===== src/rtl/q_logger_pkg.sv =====
// Shared types for the Q change logger: FSM states, event layout and
// the saturating counter helper used by the optional statistics.
package q_logger_pkg;

    localparam int Q_W      = 3;
    localparam int TS_W_DEF = 12;
    localparam int CNT_W    = 16;

    typedef enum logic {
        UNPRIMED,
        ARMED
    } q_log_state_t;

    typedef struct packed {
        logic [Q_W-1:0]      q;
        logic [TS_W_DEF-1:0] ts;
    } q_event_t;

    function automatic logic [CNT_W-1:0] sat_inc(
        input logic [CNT_W-1:0] v
    );
        return (v == {CNT_W{1'b1}}) ? v : v + 1'b1;
    endfunction

endpackage


===== src/rtl/q_event_fifo.sv =====
// Generic DEPTH-entry synchronous FIFO; head is read straight from
// registered storage so it never bypasses a same-cycle write.
module q_event_fifo #(
    parameter  int W     = 15,
    parameter  int DEPTH = 4,
    localparam int AW    = $clog2(DEPTH),
    localparam int LW    = AW + 1
) (
    input  logic          clk,
    input  logic          rst,
    input  logic          push,
    input  logic          pop,
    input  logic [W-1:0]  din,
    output logic [W-1:0]  dout,
    output logic          full,
    output logic          empty,
    output logic [LW-1:0] level
);

    logic [W-1:0]  mem [DEPTH];
    logic [AW-1:0] wptr;
    logic [AW-1:0] rptr;
    logic          do_push;
    logic          do_pop;

    assign full    = (level == LW'(DEPTH));
    assign empty   = (level == '0);
    assign do_pop  = pop && !empty;
    // A push into a full FIFO only lands when the head leaves this cycle.
    assign do_push = push && (!full || do_pop);
    assign dout    = mem[rptr];

    always_ff @(posedge clk) begin
        if (rst) begin
            wptr  <= '0;
            rptr  <= '0;
            level <= '0;
            for (int i = 0; i < DEPTH; i++) begin
                mem[i] <= '0;
            end
        end else begin
            if (do_push) begin
                mem[wptr] <= din;
                wptr      <= wptr + 1'b1;
            end
            if (do_pop) begin
                rptr <= rptr + 1'b1;
            end
            unique case ({do_push, do_pop})
                2'b10:   level <= level + 1'b1;
                2'b01:   level <= level - 1'b1;
                default: level <= level;
            endcase
        end
    end

endmodule


===== src/rtl/q_change_logger.sv =====
// Logs every change of the upstream Q value with a timestamp into a FIFO.
// Define Q_CHANGE_LOGGER_STATS_EN to add the saturating change_count port.
module q_change_logger
    import q_logger_pkg::*;
#(
    parameter  int TS_W  = 12,
    parameter  int DEPTH = 4,
    localparam int LW    = $clog2(DEPTH) + 1
) (
    input  logic            clk,
    input  logic            rst,
    input  logic [Q_W-1:0]  q_in,
    input  logic            q_en,
    output logic            ev_valid,
    input  logic            ev_ready,
    output logic [Q_W-1:0]  ev_q,
    output logic [TS_W-1:0] ev_ts,
    output logic [LW-1:0]   level,
    output logic            overflow,
    input  logic            clr_ovf
`ifdef Q_CHANGE_LOGGER_STATS_EN
    ,
    output logic [CNT_W-1:0] change_count
`endif
);

    typedef struct packed {
        logic [Q_W-1:0]  q;
        logic [TS_W-1:0] ts;
    } ev_t;

    localparam int EW = $bits(ev_t);

    q_log_state_t    state;
    q_log_state_t    state_nxt;
    logic [Q_W-1:0]  last_q;
    logic [TS_W-1:0] ts;
    logic            ev_fire;
    logic            pop;
    logic            full;
    logic            empty;
    logic            drop;
    ev_t             wr_ev;
    ev_t             rd_ev;

    always_comb begin
        state_nxt = state;
        ev_fire   = 1'b0;
        unique case (1'b1)
            (state == UNPRIMED): begin
                if (q_en) begin
                    state_nxt = ARMED;
                end
            end
            (state == ARMED): begin
                ev_fire = q_en && (q_in != last_q);
            end
            default: state_nxt = UNPRIMED;
        endcase
    end

    assign ev_valid = !empty;
    assign pop      = ev_valid && ev_ready;
    assign drop     = ev_fire && full && !pop;
    assign wr_ev    = '{q: q_in, ts: ts};
    assign ev_q     = rd_ev.q;
    assign ev_ts    = rd_ev.ts;

    q_event_fifo #(
        .W     (EW),
        .DEPTH (DEPTH)
    ) u_fifo (
        .clk   (clk),
        .rst   (rst),
        .push  (ev_fire),
        .pop   (pop),
        .din   (wr_ev),
        .dout  (rd_ev),
        .full  (full),
        .empty (empty),
        .level (level)
    );

    always_ff @(posedge clk) begin
        if (rst) begin
            state    <= UNPRIMED;
            last_q   <= '0;
            ts       <= '0;
            overflow <= 1'b0;
        end else begin
            state <= state_nxt;
            ts    <= ts + 1'b1;
            if (q_en) begin
                last_q <= q_in;
            end
            // A drop in the same cycle as a clear keeps the flag set.
            if (drop) begin
                overflow <= 1'b1;
            end else if (clr_ovf) begin
                overflow <= 1'b0;
            end
        end
    end

`ifdef Q_CHANGE_LOGGER_STATS_EN
    always_ff @(posedge clk) begin
        if (rst) begin
            change_count <= '0;
        end else if (ev_fire) begin
            change_count <= sat_inc(change_count);
        end
    end
`endif

endmodule

===== config.mk =====
export PLATFORM = sky130hd
export DESIGN_NAME = q_change_logger
export DESIGN_NICKNAME = d
export VERILOG_FILES = /design/src/rtl/q_logger_pkg.sv /design/src/rtl/q_event_fifo.sv /design/src/rtl/q_change_logger.sv
export SDC_FILE = /design/constraint.sdc
export NUM_CORES = 1
export LEC_CHECK = 0
export BUFFER_PORTS_ARGS = -buffer_cell sky130_fd_sc_hd__buf_2
export CAP_MARGIN = 20
export CORE_MARGIN = 4
export CORE_UTILIZATION = 64
export CTS_CLUSTER_SIZE = 16
export DETAILED_ROUTE_END_ITERATION = 10
export PLACE_DENSITY = 0.89
export SYNTH_ARGS = -nofsm -noshare
export SYNTH_HDL_FRONTEND = slang
export SYNTH_HIERARCHICAL = 1
export SYNTH_SLANG_ARGS = --single-unit

===== constraint.sdc =====
create_clock -name clk -period 6.5 [get_ports clk]
set_input_delay 1.3 -clock clk [delete_from_list [all_inputs] [get_ports clk]]
set_output_delay 1.3 -clock clk [all_outputs]
set_load 0.01 [all_outputs]

==> impl_metrics.py <==
metrics = {
    "finish": {
        "antenna_cells": 0,
        "final_util_pct": 75.1,
        "layout.nets": 320,
        "final_area_sq_mm": 0.00421,
        "area_growth_pct": 11.9,
        "drive_gt1_share_pct": 22.9,
    },
    "critical_path": {
        "rrSetupSlack_ps": 3470,
        "critPathRequiredTime_ps": 6780,
        "r2r_cells": 10,
        "worstPathArrival_ps": 3610,
        "rr_endpoint": "u_fifo/level[2]",
        "path_class": "input pin to register",
        "crit_fanout": 7,
        "critPathCaptureType": "register",
        "reg2reg_from": "u_fifo/level[0]",
        "critPathLaunchType": "input pin",
    },
    "detailed_routing": {
        "firstDrtPassIters": 4,
        "drt_iter0_markers": 236,
        "vias": 2278,
        "ant_nets": 0,
        "drc": 0,
        "wl_per_cell_um": 18.4,
        "viasPerCell": 5.90,
        "routed_wl_um": 7100,
    },
    "global_routing": {
        "grtUsageTotal_pct": 21.9,
        "antenna_found_initial": 0,
        "grt_pass1_vias": 2357,
        "grt.met1_usage_pct": 26.3,
        "grt_pass1_wl_um": 11800,
        "met3_usage_pct": 6.28,
        "use_met2_pct": 37.2,
        "grt-ovfl-total": 0,
        "grt_max_degree": 34,
        "top_usage_layer": "met2",
    },
    "clocking": {
        "cts.clk_slew.worst_paths_ps": 80,
        "cts_resized": 0,
        "htreeDepth": 3,
        "cts.sinks": 86,
        "clk_latency_ps": 350,
        "holdBufCountCts": 0,
        "clock_path_buffers": 2,
        "root_buffer": "clkbuf_8",
        "numCtsBuffers": 9,
        "post-cts-setup-buffers": 0,
        "cts_tree": "done",
    },
    "power_and_ir_drop": {
        "power.density_mw_per_mm2": 251,
        "finalPower_w": 0.00106,
        "leakagePower_nw": 1.56,
        "ir_worst_vdd_v": 0.000182,
    },
    "timing": {
        "timing.hold.ws_ps": 475,
        "drv_slew": 0,
        "setup-violations-final": 0,
        "tightest_slew_ps": 909,
        "fmax_mhz": 300,
        "tns_ps": 0,
        "max_slew_margin_pct": 39.1,
        "hold_viol": 0,
        "period_minus_slack_ps": 3330,
        "rsz0062_at_grt": "no",
        "clock_skew_ps": 7.78,
        "min_period_over_period_pct": 51.3,
    },
    "min_path": {
        "whs_path_depth": 1,
        "hold_start": "overflow",
        "worstHoldPathType": "register to register",
        "hold_path_end": "overflow",
    },
    "synth": {
        "seq_area_frac_synth_pct": 61.7,
        "postSynthAreaPerCell_sq_um": 13.5,
        "syn_inst": 278,
        "synthAdderAreaFrac_pct": 1.20,
        "synth_xor_area_share_pct": 2.10,
        "syn_area_sq_mm": 0.00376,
        "async_flop_share_pct": 0,
        "synth_area_leaders": "edfxtp_1, dfxtp_1, and2_1, mux4_2, nor2_1",
        "synth_top_family_by_area": "simple AND/OR/NAND/NOR gates",
        "synthSimpleGateAreaFrac_pct": 18.4,
        "synth_common_cells": "and2_1, edfxtp_1, dfxtp_1",
        "synth_nets": 289,
        "ys_ff_latch": 86,
        "ys_types": 40,
        "yosysWarnings": 6,
        "yosysTopAreaCellShare_pct": 47.9,
        "synth.mux.area_fraction_pct": 10.4,
        "synth_top_area_cell": "edfxtp_1",
        "synth_edf_count": 60,
        "synth_ff_type": "edfxtp_1",
        "synth_compound_area_share_pct": 3.86,
    },
    "floorplan": {
        "die_h_um": 84.7,
        "die_x_um": 84.7,
        "rows": 27,
        "coreArea_sq_mm": 0.00561,
        "io_pins": 28,
        "start_util_pct": 67.1,
        "die-area_sq_mm": 0.00717,
    },
    "place": {
        "io_buffers": 27,
        "place_hpwl_um": 4650,
        "gp_congestion": 0.812,
        "place_area_sq_mm": 0.00398,
    },
    "run": {
        "max_cap_viol_count": 0,
    },
    "status": {
        "status": "finished, final reports clean",
    },
}
==> worst max path at each step <==
stage	cells after the start	to	start	slack (ps)
after floorplan	5	u_fifo/mem[1][0]	q_en	2910
after detailed placement	6	u_fifo/mem[0][7]	q_in[2]	2650
after global placement	6	u_fifo/mem[0][7]	q_in[2]	2740
after CTS	2	ev_q[1]	register	2970
final	10	u_fifo/level[2]	ev_ready	3170
after global routing	10	u_fifo/level[2]	ev_ready	3000
==> state kept, by name (all words and copies together), names as in the netlist, named ones only <==
name and count:
ts 12, overflow 1, last_q 3, u_fifo/rptr 2
state 1, u_fifo/mem 60, u_fifo/wptr 2, u_fifo/level 3
==> cells in the final DEF, fill, tap and decap left out, types with 3 or more instances in the layout <==
master	count
or3_1	3
buf_4	3
o21ai_0	4
a21oi_1	9
xnor2_1	4
o31ai_1	5
mux2i_1	3
mux4_2	15
and2_1	60
clkbuf_8	12
nand3_1	4
nor2_1	18
inv_1	10
xor2_1	5
nor2b_1	4
edfxtp_1	60
dfxtp_1	26
or4_1	3
buf_2	28
nand2_1	6
==> cells by family (layout without fill, tap and decap cells) <==
family,count (synthesis),after routing
adders and majority gates,3,3
DFF,86,86
and+or+nand+nor,114,114
xor gates and xnor gates,9,9
muxes,20,20
buffers and inverters,22,58
AOI/OAI and AO/OA,24,24
==> final cells by class <==
cell class / count / area (sq um)
clock buffer: 13 / 169
clock inverter: 3 / 42.5
fill: 343 / 1400
inverter: 10 / 37.5
multi-input combinational: 170 / 1370
sequential: 86 / 2320
tap: 72 / 90.1
timing repair buffer: 32 / 178
==> report_power, final <==
group          internal, W  leakage, nW  switching (W)
combinational    0.0000246        0.625      0.0000364
sequential        0.000604        0.832      0.0000116
clock             0.000209        0.106       0.000173
==> metal layers <==
metal | wire, um | vias up
met5 | 0 | -
met4 | 113 | 0
met3 | 402 | 12
met2 | 3680 | 69
met1 | 2900 | 1131
li1 | - | 1066
==> critical path: stages <==
cell	delay [ps]
buf_2	90
nor2b_1	170
nor4b_4	550
nand2b_1	240
ha_1	200
inv_1	60
fa_1	380
xor2_1	160
or3_1	300
a21oi_1	130
==> metrics by stage <==
step                cells  worst slack, ps
floorplan             278             2910
global placement      368             2740
detailed placement    368             2650
CTS                   384             2970
global route          386             3000
finish                386             3170
(Power assumes the default switching activity.)
